`config.mk`:
```
export PLATFORM = sky130hd
export DESIGN_NAME = fetch_queue_unit
export DESIGN_NICKNAME = d
export VERILOG_FILES = /design/src/rtl/fetch_queue_unit.sv
export SDC_FILE = /design/constraint.sdc
export NUM_CORES = 1
export LEC_CHECK = 0
export BUFFER_PORTS_ARGS = -buffer_cell sky130_fd_sc_hd__buf_2
export CORE_MARGIN = 10
export CORE_UTILIZATION = 40
export CTS_BUF_LIST = sky130_fd_sc_hd__clkbuf_8
export DETAILED_ROUTE_END_ITERATION = 8
export GPL_TIMING_DRIVEN = 0
export SYNTH_ARGS = -nofsm -noshare
export SYNTH_HDL_FRONTEND = slang
export SYNTH_SLANG_ARGS = --single-unit
```
`constraint.sdc`:
```
create_clock -name clk -period 8.45 [get_ports clk]
set_input_delay 0.845 -clock clk [delete_from_list [all_inputs] [get_ports clk]]
set_output_delay 0.845 -clock clk [all_outputs]
set_load 0.05 [all_outputs]
```
`src/rtl/fetch_queue_unit.sv`:
```
`default_nettype none
// ============================================================================
// Module   : fetch_queue_unit
// Purpose  : Instruction prefetch queue. Issues one word fetch at a time,
//            buffers the returned {pc, inst} pairs in a DEPTH-entry FIFO and
//            hands them to decode through a valid/ready handshake. Execute can
//            redirect the fetch stream, and interrupts/exceptions flush the
//            queue and vector the fetch PC to fixed entry points.
// Ports    : clk, reset          - clock, synchronous active-high reset
//            imem_req/addr       - fetch request and word address (bit 31 = 0)
//            imem_ack/rdata      - fetch response strobe and instruction word
//            inst_valid/inst/inst_pc/inst_ready - issue handshake to decode
//            redir_valid/target  - redirect from execute
//            irq, exc            - interrupt and exception requests
//            trap_taken, epc     - trap entry pulse and return PC
// Revision : 1.0 - initial release
// ============================================================================
module fetch_queue_unit #(
    parameter int          DEPTH     = 4,
    parameter logic [31:0] RESET_VEC = 32'h0000_0000,
    parameter logic [31:0] IRQ_VEC   = 32'h8000_0004,
    parameter logic [31:0] EXC_VEC   = 32'h8000_0008
) (
    input  logic        clk,
    input  logic        reset,
    output logic        imem_req,
    output logic [31:0] imem_addr,
    input  logic        imem_ack,
    input  logic [31:0] imem_rdata,
    output logic        inst_valid,
    output logic [31:0] inst,
    output logic [31:0] inst_pc,
    input  logic        inst_ready,
    input  logic        redir_valid,
    input  logic [31:0] redir_target,
    input  logic        irq,
    input  logic        exc,
    output logic        trap_taken,
    output logic [31:0] epc
);

    localparam int              c_AW   = (DEPTH > 1) ? $clog2(DEPTH) : 1;
    localparam int              c_CW   = c_AW + 1;
    localparam logic [c_CW-1:0] c_FULL = c_CW'(DEPTH);

    // Architectural state
    logic [31:0]     r_fpc_q;
    logic [31:0]     r_req_pc_q;      // pc of the request currently in flight
    logic [31:0]     r_epc_q;
    logic [c_CW-1:0] r_count_q;
    logic [c_AW-1:0] r_rd_ptr_q;
    logic [c_AW-1:0] r_wr_ptr_q;
    logic            r_busy_q;        // one request outstanding
    logic            r_discard_q;     // outstanding response belongs to a flushed path
    logic [31:0]     r_pc_mem  [DEPTH];
    logic [31:0]     r_inst_mem[DEPTH];

    // Event decode; priority exc > irq > redirect
    logic        w_irq_take;
    logic        w_trap;
    logic        w_redir;
    logic        w_flush;
    logic        w_ack;
    logic        w_push;
    logic        w_pop;
    logic [31:0] w_epc_d;
    logic [31:0] w_redir_pc;

    assign w_irq_take = irq & ~r_fpc_q[31];    // kernel mode masks interrupts
    assign w_trap     = ~reset & (exc | w_irq_take);
    assign w_redir    = ~reset & redir_valid & ~w_trap;
    assign w_flush    = w_trap | w_redir;

    // A jump may drop to user mode but never raise to kernel mode.
    assign w_redir_pc = {r_fpc_q[31] & redir_target[31], redir_target[30:0]};

    // Responses are only meaningful while a request is outstanding; a stray
    // ack (e.g. for a request issued before reset) is ignored.
    assign w_ack  = imem_ack & r_busy_q;
    assign w_push = w_ack & ~r_discard_q & ~w_flush;

    // No fetch on a flush cycle so the first new-path request uses the new PC.
    assign imem_req  = ~reset & ~r_busy_q & (r_count_q < c_FULL) & ~w_flush;
    assign imem_addr = {1'b0, r_fpc_q[30:0]};

    assign inst_valid = ~reset & (r_count_q != '0) & ~w_flush;
    assign inst       = r_inst_mem[r_rd_ptr_q];
    assign inst_pc    = r_pc_mem[r_rd_ptr_q];
    assign w_pop      = inst_valid & inst_ready;

    assign w_epc_d    = (r_count_q != '0) ? r_pc_mem[r_rd_ptr_q] : r_fpc_q;
    assign trap_taken = w_trap;
    assign epc        = w_trap ? w_epc_d : r_epc_q;

    always_ff @(posedge clk) begin
        if (reset) begin
            r_fpc_q     <= RESET_VEC;
            r_req_pc_q  <= '0;
            r_epc_q     <= '0;
            r_count_q   <= '0;
            r_rd_ptr_q  <= '0;
            r_wr_ptr_q  <= '0;
            r_busy_q    <= 1'b0;
            r_discard_q <= 1'b0;
        end else begin
            // Fetch PC
            if (w_trap) begin
                r_fpc_q <= exc ? EXC_VEC : IRQ_VEC;
                r_epc_q <= w_epc_d;
            end else if (w_redir) begin
                r_fpc_q <= w_redir_pc;
            end else if (imem_req) begin
                r_fpc_q <= r_fpc_q + 32'd4;
            end

            if (imem_req) begin
                r_req_pc_q <= r_fpc_q;
            end

            // Outstanding-request tracking. A flush coinciding with the ack
            // needs no discard: that response is simply not pushed.
            if (imem_req) begin
                r_busy_q <= 1'b1;
            end else if (w_ack) begin
                r_busy_q <= 1'b0;
            end

            if (w_ack) begin
                r_discard_q <= 1'b0;
            end else if (w_flush && r_busy_q) begin
                r_discard_q <= 1'b1;
            end

            // Queue pointers and occupancy
            if (w_flush) begin
                r_count_q  <= '0;
                r_rd_ptr_q <= '0;
                r_wr_ptr_q <= '0;
            end else begin
                if (w_push) begin
                    r_wr_ptr_q <= r_wr_ptr_q + 1'b1;
                end
                if (w_pop) begin
                    r_rd_ptr_q <= r_rd_ptr_q + 1'b1;
                end
                case ({w_push, w_pop})
                    2'b10:   r_count_q <= r_count_q + 1'b1;
                    2'b01:   r_count_q <= r_count_q - 1'b1;
                    default: r_count_q <= r_count_q;
                endcase
            end
        end
    end

    // Queue storage needs no reset; entries are only read when counted valid.
    always_ff @(posedge clk) begin
        if (w_push) begin
            r_pc_mem[r_wr_ptr_q]   <= r_req_pc_q;
            r_inst_mem[r_wr_ptr_q] <= imem_rdata;
        end
    end

endmodule
`default_nettype wire

```
== Word level (Yosys, flattened, before mapping) ==
Memory sizes are Yosys's and may differ from the RTL's. A register that Yosys moved wholly into a read port is not among the register bits.
Cells that the tools add are included.

* Memory bits (writable): 256
* Latch bits: 0
* Memory bits (read-only): 0
* Logic and storage cells: 62
* Input bits: 71
* Flip-flop bits (word level): 105
* Output and inout port bits: 131
* Memories kept: 2

* Multiply operators: 0
* Mux-type cells: 15
* Equality and inequality tests: 2
* Shifts and indexed selects: 0
* Bitwise operators: 22
* Div/mod/pow operators: 0
* Reductions and logical operators: 7
* Order comparisons: 1
* Add/subtract/negate cells: 5

{| class="wikitable"
|+ Memories
! memory !! words !! bits a word !! read ports !! clocked after memory_dff !! write ports !! line !! text
|-
| r_inst_mem || 4 || 32 || 1 || 1 || 1 || 56 || <nowiki>logic [31:0] r_inst_mem[DEPTH];</nowiki>
|-
| r_pc_mem || 4 || 32 || 1 || 1 || 1 || 55 || <nowiki>logic [31:0] r_pc_mem [DEPTH];</nowiki>
|}

{| class="wikitable"
|+ Operators with widths
! cell !! number
|-
| $mux W32 || 5
|-
| $add A32 B3 Y32 const B || 1
|-
| $and A1 B1 Y1 || 14
|-
| $mux W2 || 4
|-
| $not A1 Y1 || 6
|-
| $pmux W3 S2 || 1
|-
| $reduce_bool A3 Y1 || 2
|-
| $add A2 B1 Y2 const B || 2
|-
| $mux W1 || 4
|-
| $mux W4 || 1
|-
| $reduce_bool A2 Y1 || 2
|-
| $reduce_or A2 Y1 || 2
|-
| $add A3 B1 Y3 const B || 1
|-
| $lt A3 B3 Y1 const B || 1
|-
| $sub A3 B1 Y3 const B || 1
|-
| $eq A2 B1 Y1 const B || 1
|-
| $eq A2 B2 Y1 const B || 1
|-
| $or A1 B1 Y1 || 2
|-
| $logic_and A1 B1 Y1 || 1
|}

== Depth between registers and ports, before layout ==
Gate-level depths: netlist (run 1).

* Depth in word-level cells: 12
* Depth in mapped cells: 14
* Gate-level depth less buffers: 11

== Least setup slack after synthesis (run 1) ==
OpenSTA, ideal clock, no wires.

* Path kind: in2reg
* From: input irq
* To: memory r_inst_mem[0][0] (enable)
* Required time: 8.021 ns
* Setup time: 0.429 ns
* Buffers on the path: 1
* Stages on the path: 4
* Data arrival time: 3.387 ns
* Setup slack: 4.634 ns
* Cell sequence: nor2b_1 -> clkbuf_1 -> o31ai_1 -> and3_1

* Longest elaborated chain between the ends: 10

{| class="wikitable"
|+ Ends and longest elaborated chain
! element !! line !! text
|-
| start: declaration || 36 || <nowiki>input logic irq,</nowiki>
|-
| $and A1 B1 Y1 (*) || 69 || <nowiki>assign w_irq_take = irq & ~r_fpc_q[31];</nowiki>
|-
| $or A1 B1 Y1 (*) || 70 || <nowiki>assign w_trap = ~reset & (exc | w_irq_take);</nowiki>
|-
| $and A1 B1 Y1 (*) || 70 ||
|-
| $not A1 Y1 || 71 || <nowiki>assign w_redir = ~reset & redir_valid & ~w_trap;</nowiki>
|-
| $and A1 B1 Y1 || 71 ||
|-
| $or A1 B1 Y1 (*) || 72 || <nowiki>assign w_flush = w_trap | w_redir;</nowiki>
|-
| $not A1 Y1 (*) || 80 || <nowiki>assign w_push = w_ack & ~r_discard_q & ~w_flush;</nowiki>
|-
| $and A1 B1 Y1 (*) || 80 ||
|-
| $mux W1 (*) || 157 || <nowiki>if (w_push) begin</nowiki>
|-
| $mux W1 (not written as such) (*) || 159 || <nowiki>r_inst_mem[r_wr_ptr_q] <= imem_rdata;</nowiki>
|-
| end: declaration || 56 ||
|}

Every way passes the cells marked *; elsewhere a longest branch is shown, timed or not.

==> impl_metrics.csv, run 1 <==
group,metric,value,unit
synth,syn_area,14600,um2
placed_design,placed_area,16300,um2
placed_design,place.gp.congestion,0.879,
sta,slew_violations,0,
synth,syn_avg_cell_area,14.3,um2
floorplan,die_area,44500,um2
global_route,grt_pass1_vias,9761,
setup_path,r2r_cells,14,
synth,ys_types,57,
drt,drc,0,
setup_path,ff2ff_setup_slack,5.45,ns
clock_network,cts_buffer_depth,3,
run,cap_violations,0,
clock_network,cts_tree,"yes",
synth,ys_ff_latch,363,
placed_design,io_buffers,199,
sta,min_period,4.34,ns
clock_network,cts-root-buf,"clkbuf_8",
finish,stdcell_area,17300,um2
setup_path,critPathMaxStageDelay,0.73,ns
drt,vias_per_cell,5.24,
drt,drt-total-wl,39200,um
clock_network,cts-buffers-inserted,59,
setup_path,r2r_start,"r_fpc_q[31]$_SDFFE_PP0P_",
drt,routedWlPerCell,21.9,um
drt,drtPass1Iterations,5,
global_route,grtUsageMet3,5.73,%
synth,yosysSeqAreaShare,67.5,%
worst_hold_path,hold_class,"in -> reg",
floorplan,io_pins,202,
pwr,power.density,199,nW/um2
global_route,groute.usage.overall,17.6,%
clock_network,hold_buffers,0,
sta,grt_setup_unrepaired,"no",
clock_network,clock-sinks,363,
sta,setup_viol_count_final,0,
pwr,vdd_ir_drop_max,184,uV
worst_hold_path,hold_start,"imem_rdata[7]",
floorplan,coreArea,35700,um2
sta,worstMarginPinSlew,1.17,ns
pwr,clkPwrFrac,39.9,%
drt,vias,9377,
global_route,grt_first_pass_wirelength,59400,um
floorplan,rows,69,
global_route,antenna_found_initial,3,
setup_path,path_max_fanout,10,
global_route,grt_max_degree,46,
pwr,pwr-share-seq,55.5,%
floorplan,die_h,211,um
pwr,intPower,0.00265,W
global_route,grt_util_met1,21.6,%
synth,synth_flop_cell,"edfxtp_1",
global_route,met2_usage,28.7,%
outcome,status,"finished clean",
synth,syn-num-nets,1095,
setup_path,crit_arrival,3.49,ns
sta,max_freq,231,MHz
global_route,grt_overflow,0,
setup_path,critical-path-slowest-cell,"clkbuf_1",
sta,fin_skew,0.0143,ns
sta,slew_headroom,21.2,%
setup_path,rr_endpoint,"r_count_q[2]$_SDFFE_PP0P_",
setup_path,crit_required,7.61,ns
synth,synth-async-reset-ratio,0,%
pwr,p_sw,0.000805,W
setup_path,crit_top_cell,"clkbuf_1",
pwr,leakage,6.40,nW
sta,hold_viol_final,0,
sta,fin_setup_tns,0,ns
sta,timing.final.crit_share,51.3,%
setup_path,cp-start-kind,"flop",
pwr,p_sw_share,23.3,%
clock_network,cts_setup_buffers,0,
global_route,grt-busiest-layer,"met2",
clock_network,cts_resized,0,
clock_network,clock_latency,0.63,ns
clock_network,clkTransAtPathRegs,0.06,ns
setup_path,critPathCapture,"inst[6]",
pwr,power,0.00345,W
setup_path,worst_setup_path_end_kind,"output port",
floorplan,start_util,40.8,%
synth,syn_inst,1017,
drt,postRouteAntennaNets,0,
setup_path,critical_path_class,"reg -> out",
synth,yosys_warnings,0,
placed_design,dp_hpwl,26800,um
synth,synth_edf_count,256,
pwr,p_comb_share,4.6,%
drt,drt_iter0_markers,638,
setup_path,cp_cell_sequence,"clkbuf_1 -> clkbuf_1 -> buf_1 -> mux4_2 -> buf_2",
floorplan,die_x,211,um
finish,areaGrowthSynthToFinish,19.0,%
finish,fin_nets,1360,
clock_network,htreeDepth,2,
finish,drive_above_1_share,30.3,%
[kinds of logic (layout without fill, tap and decap cells)]
group	count (synthesis)	after routing	synth area share [%]
AO/OA/AOI/OAI	152	152	5.83
XOR/XNOR	16	16	0.962
AND/OR/NAND/NOR	271	271	9.04
buffers and inverters	108	418	3.74
flip-flops	363	363	67.5
other	1	3	0.0257
adder cells (fa/ha/maj)	7	7	0.653
multiplexers	99	99	12.3
[critical path, delay by kind of cell, from the launching register on]
family	cells	cell delay (ns)
buf+inv	4	2.10
flops	1	0.30
mux	1	0.46
[worst min path at each step]
stage                     slack [ns]                          to  depth (start not counted)
after global placement          0.48  r_req_pc_q[2]$_SDFFE_PP0P_                          2
after CTS                       0.36  r_inst_mem[1][7]$_DFFE_PP_                          1
after global routing            0.39  r_inst_mem[1][7]$_DFFE_PP_                          1
final                           0.42  r_inst_mem[1][7]$_DFFE_PP_                          1
after floorplan                 0.46  r_req_pc_q[0]$_SDFFE_PP0P_                          2
after detailed placement        0.49   r_pc_mem[0][29]$_DFFE_PP_                          0
[synth_stat cells (all sizes together) (3+ instances only)]
| cell type | n | area [um2] |
|---|---|---|
| mux4 | 64 | 1440 |
| o32ai | 3 | 26.3 |
| nor2 | 33 | 124 |
| nand2 | 124 | 465 |
| or4 | 7 | 63.8 |
| a31oi | 3 | 18.8 |
| clkbuf | 38 | 143 |
| buf | 53 | 339 |
| and3 | 11 | 70.1 |
| edfxtp | 256 | 7690 |
| o31a | 3 | 26.3 |
| nor3 | 15 | 80.1 |
| nand3 | 20 | 100 |
| ha | 6 | 75.1 |
| nand2b | 3 | 18.8 |
| mux2i | 35 | 350 |
| a22oi | 3 | 22.5 |
| xor2 | 11 | 96.3 |
| dfxtp | 107 | 2140 |
| a21oi | 62 | 310 |
| xnor2 | 5 | 43.8 |
| nand4 | 10 | 77.6 |
| nor4 | 9 | 62.6 |
| o21ai | 62 | 310 |
| inv | 15 | 56.3 |
| and2 | 32 | 200 |
[layout make-up]
class                           instances  area (um2)
Antenna cell                            2        5.00
Buffer                                 91         482
Clock buffer                           65         895
Clock inverter                         41         163
Fill cell                            3199       18400
Inverter                               17        63.8
Multi-Input combinational cell        546        4220
Sequential cell                       363        9830
Tap cell                              461         577
Timing Repair Buffer                  204        1110
[metal layers]
layer	wire length (um)	vias to the layer above
li1	-	4342
met1	15900	4601
met2	18700	366
met3	3610	64
met4	923	4
met5	27	-
[per-stage QoR]
stage	hold slack, ns	cells	util [%]	setup WS, ns
after CTS	0.357	1788	48.5	4.00
after global placement	0.475	1677	45.2	2.48
after global routing	0.393	1788	48.5	3.93
after floorplan	0.457	1017	-	4.63
final	0.425	1790	48.5	4.11
after detailed placement	0.490	1682	45.6	4.14
[state kept, by name (all words and copies together), names as in the netlist, named ones only]
name	cells
r_wr_ptr_q	2
r_busy_q	1
r_inst_mem	128
r_pc_mem	128
r_count_q	3
r_fpc_q	32
r_rd_ptr_q	2
r_epc_q	32
r_discard_q	1
r_req_pc_q	32
[cell usage in the layout, fill, tap and decap left out, types with 32 or more instances in the layout]
cell        n
clkbuf_1   38
edfxtp_1  256
and2_1     32
mux2i_1    35
inv_1      38
buf_4      33
a21oi_1    62
mux4_2     64
nor2_1     33
dfxtp_1   107
clkbuf_8   65
nand2_1   124
o21ai_0    60
buf_2     215
[power by group through the flow]
stage | Clock, W | Combinational [W] | Sequential (W)
after floorplan | 0 | 0.0000957 | 0.00195
after global placement | 0 | 0.000158 | 0.00195
after detailed placement | 0 | 0.000161 | 0.00195
after CTS | 0.00143 | 0.000161 | 0.00192
after global routing | 0.00150 | 0.000173 | 0.00192
final | 0.00138 | 0.000160 | 0.00192
Power figures use the tool's default switching activity.
==> run 2: changes to the inputs <==
Clock period 8.45 ns to 4.4 ns, I/O delays scaled along.
==> impl_metrics.csv, run 2 (synthesis gave the netlist of run 1 again) <==
group,metric,value,unit
finish,fill_cells,3165,
floorplan,io_pins,202,
global_route,grt_pass1_vias,9921,
setup_path,cp_cell_sequence,"clkbuf_1 -> clkbuf_1 -> buf_1 -> mux4_2 -> buf_2",
drt,drt_iter0_markers,673,
sta,setup_slack,0.457,ns
sta,timing.final.crit_share,89.6,%
sta,hold_viol_final,0,
global_route,grt_util_met1,21.5,%
clock_network,clock_latency,0.62,ns
placed_design,pre_cts_ws,0.901,ns
finish,stdcell_count,1820,
global_route,met2_usage,29.0,%
finish,fin_nets,1392,
sta,worstMarginPinSlew,1.17,ns
global_route,grt_first_pass_wirelength,59800,um
floorplan,die_x,211,um
sta,min_period,3.94,ns
drt,vias,9509,
clock_network,cts_resized,0,
drt,drt-total-wl,39400,um
sta,grt_setup_unrepaired,"no",
global_route,grt_overflow,0,
clock_network,cts_setup_buffers,0,
setup_path,cp.buffers_inverters,4,
global_route,grt_max_degree,46,
pwr,vdd_ir_drop_max,351,uV
global_route,grt-busiest-layer,"met2",
placed_design,place_inst,1682,
clock_network,cts-root-buf,"clkbuf_8",
outcome,status,"finished clean",
finish,layout_commonest_cell,"edfxtp_1",
sta,max_freq,254,MHz
floorplan,start_util,40.8,%
setup_path,critPathMaxStageDelay,0.73,ns
placed_design,dp_hpwl,26800,um
setup_path,crit_top_cell,"clkbuf_1",
pwr,power,0.00666,W
setup_path,r2r_start,"r_fpc_q[31]$_SDFFE_PP0P_",
setup_path,critPathTopFamily,"buffers and inverters",
worst_hold_path,hold_class,"in -> reg",
placed_design,io_buffers,199,
drt,drtPass1Iterations,5,
sta,slew_violations,0,
setup_path,critical-path-slowest-cell,"clkbuf_1",
finish,drive_above_1_share,29.6,%
floorplan,rows,69,
clock_network,cts_buffer_depth,3,
finish,diodes,0,
global_route,groute.usage.overall,17.7,%
clock_network,htreeDepth,2,
clock_network,cts-buffers-inserted,59,
sta,slew_headroom,21.3,%
drt,postRouteAntennaNets,0,
sta,holdWs,0.0561,ns
clock_network,clkTransAtPathRegs,0.06,ns
clock_network,cts_tree,"yes",
placed_design,place.gp.congestion,0.879,
setup_path,crit_arrival,3.50,ns
drt,drc,0,
sta,setup_viol_count_final,0,
global_route,antenna_found_initial,0,
drt,vias_per_cell,5.22,
setup_path,cp-start-kind,"flop",
setup_path,critical_path_class,"reg -> out",
drt,routedWlPerCell,21.6,um
finish,mostFrequentLayoutCells,"256 x edfxtp_1, 215 x buf_2, 124 x nand2_1, 107 x dfxtp_1, 65 x clkbuf_8",
setup_path,crit_required,3.96,ns
floorplan,die_h,211,um
setup_path,path_max_fanout,10,
finish,top_regs,"r_inst_mem x128, r_pc_mem x128",
floorplan,coreArea,35700,um2
finish,areaGrowthSynthToFinish,21.2,%
setup_path,worst_setup_path_end_kind,"output port",
pwr,power.density,377,nW/um2
sta,fin_skew,0.0185,ns
worst_hold_path,hold_start,"imem_ack",
clock_network,clock-sinks,363,
run,cap_violations,0,
floorplan,die_area,44500,um2
pwr,leakage,6.53,nW
global_route,grtUsageMet3,5.79,%
## run 2: cell types whose count changed in the layout (fill, tap and decap cells not counted), sizes merged
| cell | delta |
|---|---|
| diode | -2 |
| dlygate4sd3 | +32 |
## run 2: final cells by class
class                      instances  area, um2  share of cell area, %
buffer                            91        482                   2.73
clock buffer                      65        895                   5.07
clock inverter                    41        163                  0.921
inverter                          17       63.8                  0.361
multi-input combinational        546       4220                   23.9
sequential                       363       9830                   55.7
tap                              461        577                   3.27
timing repair buffer             236       1430                   8.12
## run 2: where the power goes
group          switching, W  total (W)  internal (W)
sequential        0.0000232    0.00368       0.00365
clock               0.00131    0.00265       0.00134
combinational      0.000226   0.000331      0.000105
## run 2: per-layer routing
metal  wire length (um)  share of wire (%)
met1              15900                 40
met2              19000                 48
met3               3580                9.1
met4                874                2.2
met5                  0                  0
## run 2: worst paths after layout
check / to / slack [ns] / cells after the start
setup / recovery: inst[6] / 0.46 / 5
setup reg to reg: r_count_q[2]$_SDFFE_PP0P_ / 1.37 / 14
hold reg to reg: r_req_pc_q[9]$_SDFFE_PP0P_ / 0.50 / 2
hold / removal: r_discard_q$_SDFFE_PP0P_ / 0.06 / 2
## run 2: repair_timing
item                                    4_1_cts  5_1_grt
hold endpoints to repair                    128        0
hold buffers                                 32        0
endpoints found under the setup margin        0        0
## run 2: through the flow
stage / instance area (um2) / setup TNS, ns / util (%)
5_1_grt: 17700 / 0 / 49.4
2_1_floorplan: 14600 / 0 / -
4_1_cts: 17700 / 0 / 49.4
3_3_place_gp: 16100 / -279.83 / 45.2
6_report: 17700 / 0 / 49.4
3_5_place_dp: 16300 / 0 / 45.6
==> run 3: changes to the inputs <==
Settings changed: PLACE_DENSITY_LB_ADDON from default to 0.3, RECOVER_POWER from default to 25.
==> impl_metrics.csv, run 3 (synthesis gave the netlist of run 1 again) <==
group,metric,value,unit
finish,top_regs,"r_inst_mem x128, r_pc_mem x128",
floorplan,rows,69,
clock_network,clkTransAtPathRegs,0.06,ns
floorplan,die_h,211,um
floorplan,coreArea,35700,um2
placed_design,io_buffers,199,
sta,grt_setup_unrepaired,"no",
floorplan,start_util,40.8,%
drt,vias_per_cell,5.28,
drt,drtPass1Iterations,6,
placed_design,pre_cts_ws,0.938,ns
finish,fin_nets,1358,
outcome,status,"finished clean",
global_route,antenna_found_initial,1,
pwr,vdd_ir_drop_max,346,uV
run,cap_violations,0,
sta,max_freq,257,MHz
clock_network,cts-root-buf,"clkbuf_8",
setup_path,r2r_cells,14,
placed_design,place_inst,1681,
global_route,grt_max_degree,50,
drt,vias,9443,
sta,slew_violations,0,
floorplan,die_area,44500,um2
pwr,leakage,6.35,nW
setup_path,crit_required,3.96,ns
global_route,groute.usage.overall,17.4,%
global_route,grt_overflow,0,
clock_network,clock-sinks,363,
setup_path,path_max_fanout,10,
sta,timing.final.crit_share,88.4,%
drt,drt-total-wl,39100,um
finish,areaGrowthSynthToFinish,19.2,%
global_route,grt_pass1_vias,9816,
clock_network,clock_latency,0.61,ns
placed_design,dp_hpwl,26600,um
clock_network,cts-buffers-inserted,58,
clock_network,hold_buffers,0,
finish,stdcell_count,1790,
sta,hold_viol_final,0,
sta,min_period,3.89,ns
worst_hold_path,holdPathStages,2,
setup_path,crit_arrival,3.45,ns
setup_path,critical_path_class,"reg -> out",
worst_hold_path,hold_class,"in -> reg",
clock_network,htreeDepth,2,
sta,setup_viol_count_final,0,
clock_network,cts_resized,0,
finish,mostFrequentLayoutCells,"256 x edfxtp_1, 183 x buf_2, 124 x nand2_1, 107 x dfxtp_1, 70 x clkbuf_1",
clock_network,cts_setup_buffers,0,
sta,setup_slack,0.511,ns
clock_network,cts_tree,"yes",
finish,drive_above_1_share,28.2,%
drt,routedWlPerCell,21.8,um
floorplan,io_pins,202,
sta,worstMarginPinSlew,1.10,ns
setup_path,worst_setup_path_end_kind,"output port",
global_route,grt_first_pass_wirelength,59500,um
sta,slew_headroom,26.1,%
setup_path,cp-start-kind,"flop",
drt,drc,0,
drt,drt_iter0_markers,822,
sta,fin_skew,0.0382,ns
drt,postRouteAntennaNets,0,
clock_network,cts_buffer_depth,3,
floorplan,die_x,211,um
placed_design,place.gp.congestion,0.900,
pwr,power.density,388,nW/um2
finish,layout_commonest_cell,"edfxtp_1",
run 3: cell types whose count changed in the layout (fill, tap and decap cells not counted), moves of 2 or more:
cell	change
buf_2	-32
clkbuf_1	+32
dlygate4sd3_1	-32
inv_1	+7
clkinv_1	-9
bufinv_16	+2
clkinvlp_4	+3
run 3: final cells by class:
type	count	area (um2)
multi-input cells	546	4220
plain buffers	91	482
fillers	3192	18400
clock buffers	65	895
inverters	17	63.8
flip-flops and latches	363	9830
clock inverters	43	233
well taps	461	577
repair buffers	203	1070
diodes	1	2.50
run 3: per-layer routing:
| metal | GRT usage (%) | vias up | routed length, um |
|---|---|---|---|
| li1 | - | 4341 | - |
| met1 | 21.4 | 4659 | 15600 |
| met2 | 28.7 | 369 | 18700 |
| met3 | 5.74 | 74 | 3750 |
| met4 | 5.39 | 0 | 985 |
| met5 | 0 | - | 0 |
run 3: worst max-delay path, stage by stage, from the launching register on:
cell and delay [ns]:
dfxtp_1 0.30, clkbuf_1 0.57, clkbuf_1 0.72, clkbuf_1 0.58, mux4_2 0.44, buf_2 0.23
run 3: where the power goes:
| part | internal [W] | leakage (nW) | switching [W] |
|---|---|---|---|
| clock network | 0.00147 | 0.674 | 0.00129 |
| logic | 0.0000819 | 2.44 | 0.000223 |
| registers | 0.00365 | 3.24 | 0.0000238 |
| total | 0.00520 | 6.35 | 0.00154 |
run 3: per-stage QoR:
stage / total power (W) / util (%) / TNS, ns / area (um2) / hold WS [ns]
final: 0.00674 / 48.6 / 0 / 17400 / 0.0393
after global routing: 0.00700 / 48.6 / 0 / 17400 / 0.0172
after CTS: 0.00681 / 48.7 / 0 / 17400 / 0.00197
after detailed placement: 0.00406 / 45.6 / 0 / 16300 / 0.484
after global placement: 0.00405 / 45.2 / -288.60 / 16100 / 0.475
after floorplan: 0.00392 / - / 0 / 14600 / 0.457
run 3: final timing paths:
path,endpoint,slack [ns],startpoint
setup / recovery,inst[22],0.51,flop
hold / removal,r_discard_q$_SDFFE_PP0P_,0.04,imem_ack
setup reg to reg,r_count_q[2]$_SDFFE_PP0P_,1.32,r_fpc_q[31]$_SDFFE_PP0P_
hold reg to reg,r_req_pc_q[20]$_SDFFE_PP0P_,0.49,r_req_pc_q[20]$_SDFFE_PP0P_
